[src/rtl/midi_note_ctrl.sv]
// Monophonic MIDI note controller: parses channel-voice messages (running status)
// and converts the sounding note into a floppy step period, last-note priority.
module midi_note_ctrl #(
    parameter int CLK_RATE = 50000000,
    parameter int CHANNEL  = 0
) (
    input  logic        clk,
    input  logic        rst,
    input  logic [7:0]  rx_data,
    input  logic        new_rx_data,
    output logic [22:0] setpoint,
    output logic        enable,
    output logic [6:0]  note
);

    typedef enum logic [1:0] {IDLE, DIV, LOAD} state_t;

    function automatic real semitone_ratio(input int k);
        case (k)
            0:       return 1.0;
            1:       return 1.0594630943592953;
            2:       return 1.122462048309373;
            3:       return 1.189207115002721;
            4:       return 1.2599210498948732;
            5:       return 1.3348398541700344;
            6:       return 1.4142135623730951;
            7:       return 1.4983070768766815;
            8:       return 1.5874010519681994;
            9:       return 1.681792830507429;
            default: return 1.0;
        endcase
    endfunction

    // Lowest-octave period: note 9 (A) of octave 0 sits 5 octaves below A4.
    function automatic logic [22:0] base_of(input int n);
        real r;
        r = real'(CLK_RATE) * 32.0 / 440.0;
        if (n <= 9)
            r = r * semitone_ratio(9 - n);
        else
            r = r / semitone_ratio(n - 9);
        return 23'($rtoi(r + 0.5));
    endfunction

    logic [22:0] base_tbl [12];
    for (genvar g = 0; g < 12; g++) begin : g_base
        assign base_tbl[g] = base_of(g);
    end

    logic [7:0] running_status;
    logic       data_count;
    logic [6:0] data1;
    logic       one_byte, msg_done, on_ch;
    logic [6:0] msg_d1, msg_d2;
    logic       note_on, note_off, all_off, abort;

    state_t     state, state_nxt;
    logic [6:0] rem;
    logic [3:0] oct;

    // Message completion decode, combinational on the byte being sampled.
    always_comb begin
        msg_done = 1'b0;
        msg_d1   = data1;
        msg_d2   = rx_data[6:0];
        one_byte = (running_status[7:4] == 4'hC) || (running_status[7:4] == 4'hD);
        if (new_rx_data && !rx_data[7] && running_status != 8'd0) begin
            if (!data_count && one_byte) begin
                msg_done = 1'b1;
                msg_d1   = rx_data[6:0];
            end else if (data_count) begin
                msg_done = 1'b1;
            end
        end
    end

    assign on_ch    = msg_done && (running_status[3:0] == CHANNEL[3:0]);
    assign note_on  = on_ch && (running_status[7:4] == 4'h9) && (msg_d2 != 7'd0);
    assign note_off = on_ch && ((running_status[7:4] == 4'h8) ||
                                ((running_status[7:4] == 4'h9) && (msg_d2 == 7'd0))) &&
                      (msg_d1 == note) && (enable || state != IDLE);
    assign all_off  = on_ch && (running_status[7:4] == 4'hB) && (msg_d1 == 7'd123);
    assign abort    = note_off || all_off;

    always_ff @(posedge clk) begin
        if (rst) begin
            running_status <= 8'd0;
            data_count     <= 1'b0;
        end else if (new_rx_data) begin
            if (rx_data >= 8'hF8) begin
                running_status <= running_status;
            end else if (rx_data >= 8'hF0) begin
                running_status <= 8'd0;
                data_count     <= 1'b0;
            end else if (rx_data[7]) begin
                running_status <= rx_data;
                data_count     <= 1'b0;
            end else if (running_status != 8'd0) begin
                data_count <= !data_count && !one_byte;
            end
        end
    end

    always_ff @(posedge clk) begin
        if (new_rx_data && !rx_data[7] && !data_count)
            data1 <= rx_data[6:0];
    end

    always_comb begin
        state_nxt = state;
        case (state)
            IDLE:    state_nxt = IDLE;
            DIV:     if (rem < 7'd12) state_nxt = LOAD;
            LOAD:    state_nxt = IDLE;
            default: state_nxt = IDLE;
        endcase
        if (note_on)
            state_nxt = DIV;
        else if (abort)
            state_nxt = IDLE;
    end

    always_ff @(posedge clk) begin
        if (rst)
            state <= IDLE;
        else
            state <= state_nxt;
    end

    // Repeated subtraction splits the note into semitone and octave.
    always_ff @(posedge clk) begin
        if (note_on) begin
            rem <= msg_d1;
            oct <= 4'd0;
        end else if (state == DIV && rem >= 7'd12) begin
            rem <= rem - 7'd12;
            oct <= oct + 4'd1;
        end
    end

    always_ff @(posedge clk) begin
        if (rst) begin
            setpoint <= 23'd0;
            enable   <= 1'b0;
            note     <= 7'd0;
        end else begin
            if (note_on)
                note <= msg_d1;
            if (abort) begin
                enable <= 1'b0;
            end else if (state == LOAD && !note_on) begin
                setpoint <= base_tbl[rem[3:0]] >> oct;
                enable   <= 1'b1;
            end
        end
    end

endmodule
[config.mk]
export PLATFORM = sky130hd
export DESIGN_NAME = midi_note_ctrl
export DESIGN_NICKNAME = d
export VERILOG_FILES = /design/src/rtl/midi_note_ctrl.sv
export SDC_FILE = /design/constraint.sdc
export NUM_CORES = 1
export LEC_CHECK = 0
export ABC_AREA = 1
export BUFFER_PORTS_ARGS = -buffer_cell sky130_fd_sc_hd__buf_2
export CORE_UTILIZATION = 25
export CTS_CLUSTER_SIZE = 28
export DETAILED_ROUTE_END_ITERATION = 10
export SLEW_MARGIN = 15
export SYNTH_ARGS = -nofsm -noshare
export SYNTH_HDL_FRONTEND = slang
export SYNTH_SLANG_ARGS = --single-unit
[constraint.sdc]
create_clock -name clk -period 2.6 [get_ports clk]
set_clock_uncertainty 0.2 [all_clocks]
set_input_delay 0.65 -clock clk [delete_from_list [all_inputs] [get_ports clk]]
set_output_delay 0.65 -clock clk [all_outputs]
set_load 0.005 [all_outputs]
==> flow_summary_export.csv <==
group,metric,value,unit
clock_network,clock_sinks,60,
critical_path,reg2reg_setup_slack,0.25,ns
logic_synthesis,ys_seq_elements,60,
placement,dp.cells,951,
logic_synthesis,synth_enable_flop_cells,14,
run,drv_cap,0,
min_path,worstHoldStart,"setpoint[19]",
logic_synthesis,syn-num-nets,715,
detailed_routing,drtIter0Drc,303,
clock_network,cts.repair.resized,0,
die,pin_count,42,
clock_network,root_buffer,"clkbuf_16",
critical_path,worstPathRequired,2.66,ns
final_layout,nets,761,
critical_path,crit_path_top_delay_cell,"edfxtp_1",
clock_network,cts_tree,"yes",
logic_synthesis,synth_area_leaders,"dfxtp_1, nand2_1, nand3_1",
detailed_routing,remaining_drc_errors,0,
logic_synthesis,synth.distinct_cells,34,
sta,rsz0062_at_grt,"false",
logic_synthesis,synth.most_common_cell,"nand2_1",
global_route,antenna_found_initial,0,
critical_path,r2r_end,"setpoint[20]",
power,ir_worst_vdd,0.285,mV
critical_path,cp.arrival,2.41,ns
detailed_routing,vias,4427,
detailed_routing,wl_per_cell,12.1,microns
clock_network,cts_made_buffers,9,
detailed_routing,ant_nets,0,
final_layout,final_area,5050,sq um
global_route,grt_max_degree,28,
clock_network,cts.path.max_buffers,2,
sta,relSlewSlack,53.5,%
global_route,grt-ovfl-total,0,
sta,hold_viol_final,0,
sta,layout_min_cycle_time,2.35,ns
final_layout,areaGrowthSynthToFinish,18.8,%
placement,port_buffers,41,
clock_network,htree_levels,3,
sta,whs,0.265,ns
logic_synthesis,synth_top_cells_by_count,"nand2_1, nand3_1, inv_1",
critical_path,end_kind,"flop",
global_route,grt.total_usage,14.1,%
logic_synthesis,synth_top_area_cell,"dfxtp_1",
die,rows,47,
die,die_h,132,microns
min_path,hold_depth,2,
power,p_total,0.00243,W
critical_path,path_class,"flop to flop",
logic_synthesis,synth_seq_area_share,31.5,%
clock_network,post_cts_buffers,0,
sta,postLayoutSetupSlackWorst,0.251,ns
placement,place.gp.congestion,0.935,
logic_synthesis,synth_ff_type,"dfxtp_1",
final_layout,drive_gt1_share,13.5,%
clock_network,worstSkewPairLatency,0.33,ns
sta,worst_slew_pin_slew,0.697,ns
clock_network,cts_hold_buffers,0,
min_path,holdPathEnd,"setpoint[19]",
critical_path,start_kind,"flop",
sta,drv_slew,0,
logic_synthesis,synth_warnings,0,
critical_path,worstPathMaxFanout,5,
logic_synthesis,syn_inst,696,
critical_path,crit_path_max_incr_delay,0.38,ns
detailed_routing,drt-total-wl,11700,microns
logic_synthesis,synth.cell_area,4260,sq um
critical_path,cp_cell_sequence,"buf_4 -> ha_1 -> or2_2 -> o21ai_0 -> o21ai_0 -> or2_2 -> nor2_1 -> nand4_1 -> a21oi_2",
sta,setup_viol,0,
die,dieArea,17600,sq um
final_layout,stdcell_count,967,
logic_synthesis,avgSynthCellArea,6.12,sq um
logic_synthesis,async_flop_share,0,%
final_layout,antenna_cells,0,
power,power_density,481,nW/um^2
global_route,first_global_vias,4171,
power,p_leak,2.51,nW
critical_path,ff2ff_path_depth,9,
global_route,grt_pass1_wl,20100,microns
clock_network,path_clk_slew,0.06,ns
die,start_util,25.7,%
logic_synthesis,synth_top_area_share,21.6,%
die,fp.coreArea,16600,sq um
status,outcome,"completed",
die,die-width,132,microns
placement,dp_worst_setup_slack,-0.00443,ns
placement,post_dp_cell_area,4790,sq um
final_layout,fill_cells,1914,
final_layout,ff_latch_area,1340,sq um
critical_path,r2r_start,"rem[0]",
sta,max_freq,426,MHz
detailed_routing,dr.pass1.iters,5,
detailed_routing,via_per_inst,4.58,
final_layout,multi_input_area,2420,sq um
min_path,hold_path.class,"flop to flop",
sta,final.period_utilization,90.3,%
placement,post-dp-hpwl,8960,microns
-- flip-flops by register name, indices dropped and copies added (netlist names) --
register        flops
note                7
enable              1
state               2
data1               7
oct                 4
running_status      8
data_count          1
rem                 7
setpoint           23
-- placed cells by master (no fill, tap or decap), drive strengths merged --
master,count
xnor2,1
dfxtp,46
clkinv,3
clkinvlp,3
nand3,125
nand3b,2
or2,2
o21a,1
a21boi,1
a31oi,2
o21ai,23
nand4,15
edfxtp,14
nand2,226
buf,69
inv,81
o211ai,5
o22ai,1
xor2,4
a21oi,25
nor3,7
ha,8
clkbuf,10
nor2,73
-- per-layer routing --
| layer | vias up | GRT usage, % | share of wire [%] |
|---|---|---|---|
| met5 | - | 0 | 0 |
| met3 | 12 | 3.41 | 4.4 |
| met1 | 1988 | 18.0 | 48 |
| met4 | 0 | 3.64 | 0.99 |
| met2 | 96 | 23.7 | 47 |
| li1 | 2331 | - | - |
-- area by class of cell --
| cell class | instances | share of cell area [%] |
|---|---|---|
| repair buffers | 69 | 8.71 |
| flip-flops and latches | 60 | 26.5 |
| multi-input cells | 521 | 48.0 |
| clock inverters | 6 | 0.792 |
| well taps | 220 | 5.45 |
| inverters | 81 | 6.01 |
| clock buffers | 10 | 4.53 |
-- how the worst max path moves through the flow --
stage                          start           end  cells after the start
after floorplan           rx_data[7]  setpoint[22]                     14
after global placement    rx_data[7]   setpoint[9]                     18
after detailed placement  rx_data[7]   setpoint[4]                     18
after CTS                     rem[1]  setpoint[12]                     14
after global routing          rem[1]   setpoint[9]                     13
final                         rem[0]  setpoint[20]                      9
-- critical path: cells and delay by family (launching register included) --
kind / cells / cell delay, ns
buffers and inverters: 1 / 0.17
adders and majority gates: 1 / 0.20
DFF: 1 / 0.38
and+or+nand+nor: 4 / 0.82
AOI/OAI and AO/OA: 3 / 0.50
-- power by group --
part           internal, W  switching [W]  total (W)
Combinational     0.000119       0.000239   0.000357
Sequential        0.000971      0.0000116   0.000982
Clock             0.000643       0.000450    0.00109
-- logic make-up (layout without fill, tap and decap cells) --
kind of cell | count (synthesis) | after routing | synth area share, %
buffers and inverters | 115 | 166 | 11.5
adder cells (fa/ha/maj) | 8 | 8 | 2.35
flip-flops | 60 | 60 | 31.5
AO/OA/AOI/OAI | 58 | 58 | 7.50
AND/OR/NAND/NOR | 450 | 450 | 46.1
XOR/XNOR | 5 | 5 | 1.03
-- through the flow --
| step | utilization, % | setup TNS [ns] |
|---|---|---|
| 2_1_floorplan | - | 0 |
| 3_5_place_dp | 28.9 | -0.00592 |
| 4_1_cts | 30.5 | 0 |
| 3_3_place_gp | 28.9 | 0 |
| 6_report | 30.5 | 0 |
| 5_1_grt | 30.5 | 0 |
Note: power is estimated with default switching activity, not from simulation.
